## src/rtl/decoder3to8_scan.sv

```systemverilog
// Clocked 3-to-8 decoder with direct-load and round-robin scan modes.
// Registered one-hot select m, current code cur, valid and scan wrap pulse.
module decoder3to8_scan #(
  parameter int DWELL = 4,
  parameter int CW    = 8
) (
  input  logic       clk,
  input  logic       rst_n,
  input  logic       en,
  input  logic       mode,
  input  logic       load,
  input  logic [2:0] s,
  output logic [7:0] m,
  output logic [2:0] cur,
  output logic       valid,
  output logic       wrap
);

  typedef enum logic [1:0] {
    IDLE   = 2'd0,
    DIRECT = 2'd1,
    SCAN   = 2'd2
  } state_e;

  localparam logic [CW-1:0] LAST = CW'(DWELL - 1);

  state_e        state_q, state_d;
  logic [7:0]    m_q, m_d;
  logic [2:0]    cur_q, cur_d;
  logic          valid_q, valid_d;
  logic          wrap_q, wrap_d;
  logic [CW-1:0] cnt_q, cnt_d;
  logic [2:0]    nxt;

  assign nxt = cur_q + 3'd1;

  always_comb begin
    state_d = state_q;
    m_d     = m_q;
    cur_d   = cur_q;
    valid_d = valid_q;
    wrap_d  = 1'b0;
    cnt_d   = cnt_q;
    if (!en) begin
      // cur keeps its last code so software can still read it
      state_d = IDLE;
      m_d     = 8'h00;
      valid_d = 1'b0;
      cnt_d   = '0;
    end else begin
      case (state_q)
        IDLE, DIRECT: begin
          if (mode) begin
            state_d = SCAN;
            cur_d   = 3'd0;
            m_d     = 8'h01;
            valid_d = 1'b1;
            cnt_d   = '0;
          end else if (load) begin
            state_d = DIRECT;
            cur_d   = s;
            m_d     = 8'h01 << s;
            valid_d = 1'b1;
            if (state_q == IDLE) cnt_d = '0;
          end
        end
        SCAN: begin
          if (!mode) begin
            state_d = DIRECT;
            cnt_d   = '0;
            if (load) begin
              cur_d   = s;
              m_d     = 8'h01 << s;
              valid_d = 1'b1;
            end
          end else if (cnt_q == LAST) begin
            cnt_d  = '0;
            cur_d  = nxt;
            m_d    = 8'h01 << nxt;
            wrap_d = (cur_q == 3'd7);
          end else begin
            cnt_d = cnt_q + 1'b1;
          end
        end
        default: begin
          state_d = IDLE;
          m_d     = 8'h00;
          valid_d = 1'b0;
          cnt_d   = '0;
        end
      endcase
    end
  end

  always_ff @(posedge clk or negedge rst_n) begin
    if (!rst_n) begin
      state_q <= IDLE;
      m_q     <= 8'h00;
      cur_q   <= 3'd0;
      valid_q <= 1'b0;
      wrap_q  <= 1'b0;
      cnt_q   <= '0;
    end else begin
      state_q <= state_d;
      m_q     <= m_d;
      cur_q   <= cur_d;
      valid_q <= valid_d;
      wrap_q  <= wrap_d;
      cnt_q   <= cnt_d;
    end
  end

  assign m     = m_q;
  assign cur   = cur_q;
  assign valid = valid_q;
  assign wrap  = wrap_q;

endmodule

```

## config.mk

```make
export PLATFORM = sky130hd
export DESIGN_NAME = decoder3to8_scan
export DESIGN_NICKNAME = d
export VERILOG_FILES = /design/src/rtl/decoder3to8_scan.sv
export SDC_FILE = /design/constraint.sdc
export NUM_CORES = 1
export LEC_CHECK = 0
export ABC_AREA = 1
export CAP_MARGIN = 20
export CORE_MARGIN = 4
export CORE_UTILIZATION = 60
export CTS_CLUSTER_SIZE = 10
export DETAILED_ROUTE_END_ITERATION = 10
export DONT_BUFFER_PORTS = 1
export PLACE_DENSITY_LB_ADDON = 0.25
export SETUP_SLACK_MARGIN = 0.05
export SYNTH_ARGS = -nofsm -noshare
export SYNTH_HDL_FRONTEND = slang
export SYNTH_SLANG_ARGS = --single-unit
```

## constraint.sdc

```tcl
create_clock -name clk -period 1.8 [get_ports clk]
set_input_delay 0.27 -clock clk [delete_from_list [all_inputs] [get_ports clk]]
set_output_delay 0.27 -clock clk [all_outputs]
set_load 0.03 [all_outputs]
```

### Word level (Yosys, flattened, before mapping)

Cells that the tools add are included.
W data, S select, Z words.

* flip-flop bits (word level): 23
* bits of input ports: 8
* output and inout bits: 13
* logic and storage cells: 57

* add/sub/neg operators: 2
* equal/unequal tests: 9
* shift operators: 2
* mux-type cells: 32
* reduce and logical (&&, ||, !) cells: 6

Operator list (count)
* $mux W8: 11
* $pmux W8 S2: 2
* $shl A1 B3 Y8 const A: 2
* $mux W3: 4
* $ne A4 B4 Y1 const B: 3
* $add A8 B1 Y8 const B: 1
* $eq A8 B2 Y1 const B: 1
* $mux W1: 8
* $mux W2: 4
* $ne A3 B3 Y1 const B: 2
* $pmux W3 S2: 1
* $pmux W2 S2: 1
* $reduce_and A2 Y1: 2
* $add A3 B1 Y3 const B: 1
* $eq A3 B3 Y1 const B: 1
* $reduce_and A3 Y1: 1
* $eq A2 B1 Y1 const B: 1
* $eq A2 B2 Y1 const B: 1
* $logic_not A2 Y1: 1
* $pmux W1 S2: 1
* $reduce_bool A2 Y1: 1
* $reduce_or A2 Y1: 1

### Longest topological paths before layout

Gate-level depths: netlist (run 1).

* depth in word-level cells: 6
* depth in mapped cells: 8
* mapped depth without buffers: 8

### Worst setup path before layout (run 1)

No wires, ideal clock.

* path kind: reg2reg
* start point: reg cur_q[0] (netlist: cur[0])
* end point: reg cur_q[2] (netlist: cur[2])
* arrival time: 1.578 ns
* slack: 0.157 ns
* cell stages (with the launch flop): 9
* path buffers: 0
* cells stage by stage: dfrtp_1 ha_1 ha_1 inv_1 nor2_1 nand2_1 nand2_1 nand3_1 nand2_1

* longest elaborated chain between the ends: 4

RTL lines
* from (decl): RTL line 29 `logic [2:0] cur_q, cur_d;`
* from (signal assigned): RTL line 106 `cur_q <= cur_d;`
* $add A3 B1 Y3: RTL line 35 `assign nxt = cur_q + 3'd1;`
* $mux W3: RTL line 76 `end else if (cnt_q == LAST) begin`
* $mux W3: RTL line 68 `if (!mode) begin`
* $pmux W3 S2: RTL line 51 `case (state_q)`

Every way passes these cells. The select of a mux whose other input is x is not followed.
A chain may end at the register's enable or synchronous reset.

### Final worst setup path (run 1)

* start point: reg cur_q[0] (netlist: cur[0])
* end point: reg m_q[7] (netlist: m[7])

* longest elaborated chain between the ends: 6

RTL lines
* $add A3 B1 Y3: RTL line 35
* $shl A1 B3 Y8: RTL line 79 `m_d = 8'h01 << nxt;`
* $mux W8: RTL line 76
* $mux W8: RTL line 68
* $pmux W8 S2: RTL line 51
* $mux W8: RTL line 44 `if (!en) begin`
* to (signal assigned): RTL line 105 `m_q <= m_d;`
* to (decl): RTL line 28 `logic [7:0] m_q, m_d;`

Every way passes these cells. The select of a mux whose other input is x is not followed.

==> flow_summary.toml, run 1 <==
[finish]
design_area_sq_um = 1620
seqCellArea_sq_um = 576
stdcell_count = 257
area_growth_pct = 4.53
drive_gt1_share_pct = 10.6
multi_input_area_sq_um = 826
n_antenna_cell = 0
nNetsFinal = 244
num-fill-cells = 224

[sta]
tightest_slew_ns = 0.543
finalSetupTns_ns = 0
hold_ws_ns = 0.111
fin_ws_ns = 0.239
setup_viol = 0
slew_headroom_pct = 63.7
rsz0062_at_grt = "no"
layout_min_cycle_time_ns = 1.56
period_share_pct = 86.7
slew_viol_final = 0
fin_skew_ns = 0.00231
hold_violations = 0
max_freq_mhz = 641

[worst_setup_path]
crit_path_top_delay_cell = "dfrtp_1"
worstRegToRegCells = 8
critPathTopFamily = "simple AND/OR/NAND/NOR gates"
crit_fanout = 5
slowest_delay_ns = 0.41
rrSetupSlack_ns = 0.24
r2r_start = "cur[0]$_DFFE_PN0P_"
required_ns = 2.07
cp-start-kind = "flip-flop"
crit_chain = "ha_1 -> ha_1 -> inv_1 -> nor2_2 -> nand2_1 -> nand3_1 -> nand3_1 -> nand2_1"
cp.arrival_ns = 1.83
crit_type = "flip-flop to flip-flop"
timing.rr.end = "m[7]$_DFFE_PN0P_"
crit_buf_inv = 1
cp-end-kind = "flip-flop"

[placed_design]
io_buffers = 0
gp_congestion = 0.904
dp_hpwl_mm = 2.39
pre_cts_slack_ns = 0.219
place_area_sq_um = 1560
place_inst = 251

[pwr]
power.leakage_nw = 0.888
seq_power_share_pct = 56.5
power_density_nw_per_um2 = 633
power.internal_uw = 689
comb_power_share_pct = 19.4
vdd.ir_drop.worst_uv = 569
swShare_pct = 32.8
p_clk_share_pct = 24.2
p_sw_uw = 336

[synthesis]
yosysSeqAreaShare_pct = 37.2
ys_ff_latch = 23
yosysUniqueCellTypes = 20
synth_cells = 223
syn-num-nets = 239
syn_area_sq_um = 1550
netlist.area_leader.share_pct = 37.2
synthTopCellsByArea = "dfrtp_1 (37%), nand2_1 (18%), nand3_1 (9.1%), ha_1 (6.5%), inv_1 (6.1%)"
syn_avg_cell_area_sq_um = 6.94
yosys.area.top_type = "dfrtp_1"
ys_warn_count = 0

[hold_path]
min_from = "en"
hold_path.class = "primary input to flip-flop"
hold_end = "state_q[1]$_DFFE_PN0P_"
hold_depth = 2

[clocking]
clk_pin_slew_ns = 0.13
cts.sink_count = 23
htreeDepth = 1
ctsRootBufferMaster = "clkbuf_4"
clk_path_buf_depth = 2
cts_made_buffers = 3
insertion_delay_ns = 0.32
cts_tree = "built"

[drt]
viasPerCell = 5.39
drc = 0
ant_nets = 0
wl_per_cell_um = 12.5
drtIter0Drc = 79
drt_wl_total_mm = 3.21
vias = 1386
dr.pass1.iters = 4

[floorplan]
start_util_pct = 62.5
die_h_um = 58.8
floorplan.die_area_sq_um = 3460
ios = 21
fp-row-count = 18
fp.dieW_um = 58.8
core-area_sq_um = 2480

[global_route]
antenna_found_initial = 0
grt_max_degree = 24
overflow = 0
grt_pass1_vias = 1285
grt_usage_pct = 20.2
grt_pass1_wl_mm = 5.47

[job]
cap_violations = 0

[status]
status = "complete, no violations"
==> routing by layer <==
layer	wire length, um	track usage [%]	up-vias
li1	-	-	706
met4	40	6.15	0
met5	0	0	-
met2	1630	36.4	38
met3	157	3.51	5
met1	1380	24.4	637
==> logic make-up (layout without fill, tap and decap cells) <==
logic type | after synthesis | after routing | synth area share, %
compound gates | 18 | 18 | 6.06
fa+ha+maj | 8 | 8 | 6.47
buf+inv | 33 | 37 | 9.62
flops | 23 | 23 | 37.2
simple gates | 141 | 141 | 40.7
==> what timing repair did <==
item,CTS,global route
setup buffers,0,0
resized for setup,0,1
hold endpoints to repair,23,0
hold buffers,1,0
endpoints found under the setup margin,0,1
==> synth_stat cells <==
cell type  count
inv_1         25
nand3_2        3
nor3_1         1
o21ai_2        1
a21oi_1       10
buf_2          2
nand3_1       28
nand4_1        1
ha_1           8
buf_6          3
nor2_1        25
o21ai_0        7
nor3_4         1
inv_2          3
dfrtp_1       23
nor2_2         2
nand2_4        2
or2_2          2
nand2_2        2
nand2_1       74
==> worst max-delay path by stage <==
stage                        from            endpoint  slack (ns)  cells past startpoint
6_report       cur[0]$_DFFE_PN0P_    m[7]$_DFFE_PN0P_        0.24                      8
5_1_grt        cur[0]$_DFFE_PN0P_  cur[2]$_DFFE_PN0P_        0.12                      8
4_1_cts        cur[0]$_DFFE_PN0P_    m[7]$_DFFE_PN0P_        0.19                      8
3_5_place_dp   cur[0]$_DFFE_PN0P_  cur[2]$_DFFE_PN0P_        0.22                      8
3_3_place_gp   cur[0]$_DFFE_PN0P_  cur[2]$_DFFE_PN0P_        0.26                      8
2_1_floorplan  cur[0]$_DFFE_PN0P_  cur[2]$_DFFE_PN0P_        0.16                      8
==> stage by stage <==
step	util [%]	total power [mW]
2_1_floorplan	-	0.734
3_3_place_gp	63.1	0.766
3_5_place_dp	63.1	0.770
4_1_cts	64.6	1.02
5_1_grt	65.3	1.08
6_report	65.3	1.02
==> area by class of cell <==
type / count / share of cell area [%]
multi-input cells: 167 / 51.0
flip-flops and latches: 23 / 35.6
inverters: 28 / 6.50
repair buffers: 5 / 2.94
well taps: 30 / 2.32
clock buffers: 4 / 1.62
==> worst register-to-register path, delay by kind of cell (launching register included) <==
family	cells	cell delay (ns)
and+or+nand+nor	5	0.54
adders and majority gates	2	0.48
DFF	1	0.41
buffers and inverters	1	0.08
==> power groups by stage <==
stage | Sequential [mW] | Clock, mW | Combinational [mW]
after detailed placement | 0.588 | 0 | 0.182
after global placement | 0.587 | 0 | 0.179
after CTS | 0.578 | 0.251 | 0.196
after global routing | 0.582 | 0.271 | 0.226
final | 0.578 | 0.248 | 0.198
after floorplan | 0.608 | 0 | 0.126
==> layout by cell type, fill, tap and decap left out, types with 2 or more instances in the layout <==
cell type	netlist	routed
a21oi_1	10	10
buf_4	0	3
clkbuf_4	0	3
dfrtp_1	23	23
ha_1	8	8
inv_1	25	25
inv_2	3	3
nand2_1	74	74
nand2_2	2	2
nand2_4	2	2
nand3_1	28	28
nand3_2	3	3
nor2_1	25	24
nor2_2	2	3
o21ai_0	7	7
or2_2	2	2
==> state kept, by name, summed over array words and instances, names as in the netlist <==
register	flops
cur	3
cnt_q	8
wrap	1
state_q	2
m	8
valid	1
(Power assumes the default switching activity.)
==> run 2: changes to the inputs <==
- ABC_AREA: 1 -> unset
- BUFFER_PORTS_ARGS: unset -> -buffer_cell sky130_fd_sc_hd__buf_2
- CORE_UTILIZATION: 60 -> 56
- DONT_BUFFER_PORTS: 1 -> unset
==> run 2 against run 1 <==
Setup slack lost 0.055 ns. Die area increased by 0.26%. Worst hold slack better by 0.24 ns. Highest routed layer unchanged. Register-to-register slack lost 0.05 ns. Critical path type unchanged. Routed wire length up 6.1%.
==> flow_summary.toml, run 2 <==
[status]
status = "complete, no violations"

[worst_setup_path]
critical_path_cell_count = 5
r2r_start = "state_q[0]$_DFFE_PN0P_"
crit_type = "flip-flop to flip-flop"
crit_fanout = 11
cp.arrival_ns = 1.85
rrSetupSlack_ns = 0.18
crit_path_top_delay_cell = "a31oi_2"
worstRegToRegCells = 5
required_ns = 2.03
crit_chain = "nand4b_1 -> a31oi_2 -> buf_4 -> nand2_1 -> a31oi_1"
timing.rr.end = "cnt_q[5]$_DFFE_PN0P_"
crit_buf_inv = 1
critPathTopFamily = "compound AO/OA/AOI/OAI gates"
cp-start-kind = "flip-flop"
slowest_delay_ns = 0.47
cp-end-kind = "flip-flop"

[sta]
period_share_pct = 89.8
setup_viol = 0
layout_min_cycle_time_ns = 1.62
finalSetupTns_ns = 0
slew_viol_final = 0
fin_skew_ns = 0.00692
max_freq_mhz = 619
tightest_slew_ns = 0.519
slew_headroom_pct = 65.4
rsz0062_at_grt = "no"
hold_violations = 0

[finish]
mostFrequentLayoutCells = "dfrtp_1 (22), buf_2 (20), nand2_1 (16)"
num-fill-cells = 222
area_growth_pct = 13.8
nNetsFinal = 199
n_antenna_cell = 0
mostFrequentLayoutCell = "dfrtp_1"
drive_gt1_share_pct = 25.3
stdcell_count = 212

[floorplan]
ios = 21
die_h_um = 58.9
fp-row-count = 18
floorplan.die_area_sq_um = 3470
fp.dieW_um = 58.9
start_util_pct = 58.5
core-area_sq_um = 2480

[clocking]
ctsRootBufferMaster = "clkbuf_4"
htreeDepth = 1
cts_made_buffers = 3
insertion_delay_ns = 0.31
cts.sink_count = 23
cts_tree = "built"
clk_pin_slew_ns = 0.12
clk_path_buf_depth = 2

[synthesis]
yosys.area.top_type = "dfrtp_1"
yosysUniqueCellTypes = 43
synthTopCellsByArea = "dfrtp_1 (40%), ha_1 (6.9%), a21oi_1 (4.1%), nand2_1 (4.1%), o21ai_1 (2.8%)"
synthFlopType = "dfrtp_1"
yosysSeqAreaShare_pct = 39.7
ys_async_sr_fraction_pct = 100
syn_avg_cell_area_sq_um = 9.35
synthTopCellsByCount = "dfrtp_1 (23), nand2_1 (16), a21oi_1 (12)"
syn_area_sq_um = 1450
ys_warn_count = 0
synth_edf_count = 0
syn-num-nets = 171
ys_ff_latch = 23
netlist.area_leader.share_pct = 39.7
yosysMostFrequentCell = "dfrtp_1"
synth_cells = 155

[global_route]
met3_usage_pct = 3.07
overflow = 0
grtUsageMet1_pct = 31.9
grt_pass1_vias = 1235
grt_max_degree = 24
grtUsageMet2_pct = 32.6
grt_usage_pct = 21.8
antenna_found_initial = 0
grt_busiest_layer = "met2"
grt_pass1_wl_mm = 5.78

[pwr]
p_clk_share_pct = 20.4
power_density_nw_per_um2 = 719
power.internal_uw = 778
swShare_pct = 34.3
p_sw_uw = 407
seq_power_share_pct = 48.0
vdd.ir_drop.worst_uv = 662
comb_power_share_pct = 31.6
power.leakage_nw = 0.791

[drt]
drc = 0
drt_wl_total_mm = 3.40
viasPerCell = 6.07
dr.pass1.iters = 4
ant_nets = 0
drtIter0Drc = 72
wl_per_cell_um = 16.0
vias = 1287

[placed_design]
gp_congestion = 0.878
place_inst = 205
io_buffers = 20
dp_hpwl_mm = 2.50

[hold_path]
hold_depth = 3
min_from = "mode"
hold_end = "state_q[0]$_DFFE_PN0P_"
hold_path.class = "primary input to flip-flop"

[job]
cap_violations = 0
run 2: what timing repair did:
action,4_1_cts,5_1_grt
setup buffers,0,2
hold endpoints to repair,23,0
setup endpoints to repair,0,1
hold buffers,1,0
resized for setup,0,1
run 2: metrics by stage:
| stage | instance area [sq um] | total power, mW | setup slack [ns] | util (%) | hold slack, ns |
|---|---|---|---|---|---|
| after floorplan | 1450 | 0.812 | 0.139 | - | -0.0256 |
| after global placement | 1600 | 0.927 | 0.186 | 64.4 | 0.263 |
| after detailed placement | 1600 | 0.936 | 0.150 | 64.4 | 0.271 |
| after CTS | 1630 | 1.18 | 0.137 | 65.9 | 0.341 |
| after global routing | 1650 | 1.26 | 0.0662 | 66.6 | 0.361 |
| final | 1650 | 1.19 | 0.184 | 66.6 | 0.354 |
run 2: worst register-to-register path: stages (launching register included):
cell and delay, ns:
dfrtp_1 0.39, nand4b_1 0.23, a31oi_2 0.47, buf_4 0.23, nand2_1 0.05, a31oi_1 0.17
run 2: cell type report:
cell class	instances	area, sq um	area share (%)
Clock buffer	4	26.3	1.59
Multi-Input combinational cell	117	790	47.9
Sequential cell	23	577	35.0
Tap cell	30	37.5	2.28
Inverter	5	18.8	1.14
Timing Repair Buffer	33	200	12.1
run 2: layer usage:
| layer | wire, um | vias up |
|---|---|---|
| li1 | - | 621 |
| met1 | 1510 | 614 |
| met2 | 1680 | 46 |
| met3 | 165 | 6 |
| met4 | 41 | 0 |
| met5 | 0 | - |
run 2: worst max path at each step:
stage / startpoint / endpoint / slack (ns)
after floorplan: cur[0]$_DFFE_PN0P_ / m[4]$_DFFE_PN0P_ / 0.14
after global placement: cur[1]$_DFFE_PN0P_ / m[4]$_DFFE_PN0P_ / 0.19
after detailed placement: cur[1]$_DFFE_PN0P_ / m[4]$_DFFE_PN0P_ / 0.15
after CTS: cur[1]$_DFFE_PN0P_ / m[4]$_DFFE_PN0P_ / 0.14
after global routing: cnt_q[4]$_DFFE_PN0P_ / cnt_q[5]$_DFFE_PN0P_ / 0.07
final: state_q[0]$_DFFE_PN0P_ / cnt_q[5]$_DFFE_PN0P_ / 0.18
run 2: power by group through the flow:
| stage | logic (mW) | registers [mW] | clock network [mW] |
|---|---|---|---|
| floorplan | 0.167 | 0.645 | 0 |
| global placement | 0.348 | 0.579 | 0 |
| detailed placement | 0.354 | 0.583 | 0 |
| CTS | 0.357 | 0.572 | 0.252 |
| global route | 0.414 | 0.573 | 0.270 |
| finish | 0.375 | 0.569 | 0.241 |
run 2: cells by family (layout without fill, tap and decap cells):
| logic type | count (synthesis) | after routing | synth area share [%] |
|---|---|---|---|
| muxes | 3 | 3 | 2.33 |
| AOI/OAI and AO/OA | 48 | 48 | 21.8 |
| DFF | 23 | 23 | 39.7 |
| xor gates and xnor gates | 2 | 2 | 1.21 |
| adders and majority gates | 8 | 8 | 6.91 |
| buffers and inverters | 15 | 42 | 5.79 |
| and+or+nand+nor | 56 | 56 | 22.2 |
==> run 3: changes to the inputs <==
- BUFFER_PORTS_ARGS: -buffer_cell sky130_fd_sc_hd__buf_2 -> -buffer_cell sky130_fd_sc_hd__buf_4
==> run 3 against run 2 <==
Die area unchanged. Register-to-register slack lost 0.03 ns. Total power up 1.1%. Critical path depth unchanged. Worst hold slack lost 0.12 ns. Combinational power down 1%. Largest power group unchanged.
==> flow_summary.toml, run 3 (synthesized netlist as in run 2, its figures left out) <==
[status]
status = "complete, no violations"

[worst_setup_path]
cp-end-kind = "flip-flop"
cp.arrival_ns = 1.86
rrSetupSlack_ns = 0.16
timing.rr.end = "m[4]$_DFFE_PN0P_"
crit_type = "flip-flop to flip-flop"
cp_common_cell = "ha_1"
r2r_start = "cur[1]$_DFFE_PN0P_"
required_ns = 2.01
slowest_delay_ns = 0.48
cp-start-kind = "flip-flop"
crit_chain = "ha_1 -> ha_1 -> and3_1 -> a22oi_1 -> o21ai_1"
critPathTopFamily = "adder cells"
worstRegToRegCells = 5
crit_buf_inv = 0
crit_path_top_delay_cell = "dfrtp_2"
crit_fanout = 6

[global_route]
antenna_found_initial = 0
met3_usage_pct = 3.07
grt_pass1_vias = 1218
grtUsageMet2_pct = 34.2
grt_pass1_wl_mm = 5.71
overflow = 0
grt_max_degree = 24
grt_busiest_layer = "met2"
grt_usage_pct = 21.5
grtUsageMet1_pct = 30.3

[sta]
setup_viol = 0
period_share_pct = 91.4
slew_viol_final = 0
max_freq_mhz = 608
fin_skew_ns = 0.00773
slew_headroom_pct = 76.4
tightest_slew_ns = 0.353
layout_min_cycle_time_ns = 1.64
hold_violations = 0
rsz0062_at_grt = "no"
finalSetupTns_ns = 0

[floorplan]
fp.dieW_um = 58.9
ios = 21
floorplan.die_area_sq_um = 3470
die_h_um = 58.9
fp-row-count = 18
core-area_sq_um = 2480
start_util_pct = 58.5

[hold_path]
min_from = "mode"
hold_path.class = "primary input to flip-flop"
hold_end = "state_q[0]$_DFFE_PN0P_"
hold_depth = 2

[clocking]
cts.sink_count = 23
htreeDepth = 1
cts_tree = "built"
clk_pin_slew_ns = 0.14
ctsRootBufferMaster = "clkbuf_4"
cts_setup_buffers = 0
cts_made_buffers = 3
clk_path_buf_depth = 2
insertion_delay_ns = 0.32

[pwr]
power_density_nw_per_um2 = 722
power.internal_uw = 781
swShare_pct = 34.8
vdd.ir_drop.worst_uv = 630
power.leakage_nw = 0.763
seq_power_share_pct = 48.0
p_sw_uw = 417
p_clk_share_pct = 21.0
comb_power_share_pct = 31.0

[drt]
drt_wl_total_mm = 3.39
vias = 1273
viasPerCell = 6.21
wl_per_cell_um = 16.5
dr.pass1.iters = 4
drtIter0Drc = 81
ant_nets = 0
drc = 0

[placed_design]
io_buffers = 20
gp_congestion = 0.846
dp_hpwl_mm = 2.44
place_inst = 200
place_area_sq_um = 1610

[finish]
mostFrequentLayoutCells = "buf_4 (25), dfrtp_1 (22), nand2_1 (16)"
stdcell_count = 205
nNetsFinal = 192
area_growth_pct = 14.5
num-fill-cells = 210
design_area_sq_um = 1660
n_antenna_cell = 0
drive_gt1_share_pct = 22.9
mostFrequentLayoutCell = "buf_4"

[job]
cap_violations = 0
## run 3: cell count changes in the layout (fill, tap and decap cells not counted)
cell	change
buf_4	+13
clkinvlp_4	+1
a31oi_4	+1
buf_2	-20
a31oi_2	-1
clkbuf_1	-1
## run 3: worst reg2reg max path, delay by kind of cell (launching register included)
family                   cells  cell delay (ns)
adder cells (fa/ha/maj)      2             0.50
flip-flops                   1             0.48
AND/OR/NAND/NOR              1             0.27
AO/OA/AOI/OAI                2             0.29
## run 3: what timing repair did
item,in CTS,in global routing
hold endpoints to repair,23,0
hold buffers,1,0
setup endpoints to repair,0,11
resized for setup,0,2
## run 3: area by class of cell
| type | count | area [sq um] | area share, % |
|---|---|---|---|
| Timing Repair Buffer | 26 | 198 | 11.9 |
| Clock buffer | 3 | 22.5 | 1.36 |
| Inverter | 5 | 18.8 | 1.13 |
| Sequential cell | 23 | 577 | 34.8 |
| Tap cell | 30 | 37.5 | 2.26 |
| Multi-Input combinational cell | 117 | 798 | 48.1 |
| Clock inverter | 1 | 7.51 | 0.452 |
## run 3: power groups by stage
stage,Sequential [mW],Combinational [mW],Clock [mW]
after floorplan,0.645,0.167,0
after global placement,0.582,0.360,0
after detailed placement,0.584,0.367,0
after CTS,0.574,0.371,0.262
after global routing,0.581,0.408,0.282
final,0.575,0.371,0.252
## run 3: stage by stage
stage          power (mW)  util, %  setup slack (ns)  hold WS [ns]
2_1_floorplan       0.812        -             0.139       -0.0256
3_3_place_gp        0.942     64.9             0.191         0.177
3_5_place_dp        0.950     64.9             0.167         0.182
4_1_cts              1.21     66.6             0.143         0.224
5_1_grt              1.27     67.0            0.0684         0.237
6_report             1.20     67.0             0.155         0.232
## run 3: layer usage
metal	up-vias	wire (um)
met3	4	188
met1	616	1540
met2	43	1640
met5	-	0
met4	0	27
li1	610	-
## run 3: worst max path at each step
stage                     cells past startpoint              startpoint                 end
after CTS                                     5  state_q[0]$_DFFE_PN0P_    m[3]$_DFFE_PN0P_
after global placement                        5      cur[1]$_DFFE_PN0P_    m[4]$_DFFE_PN0P_
final                                         5      cur[1]$_DFFE_PN0P_    m[4]$_DFFE_PN0P_
after detailed placement                      5      cur[1]$_DFFE_PN0P_    m[4]$_DFFE_PN0P_
after floorplan                               5      cur[0]$_DFFE_PN0P_    m[4]$_DFFE_PN0P_
after global routing                          4    cnt_q[6]$_DFFE_PN0P_  cur[1]$_DFFE_PN0P_
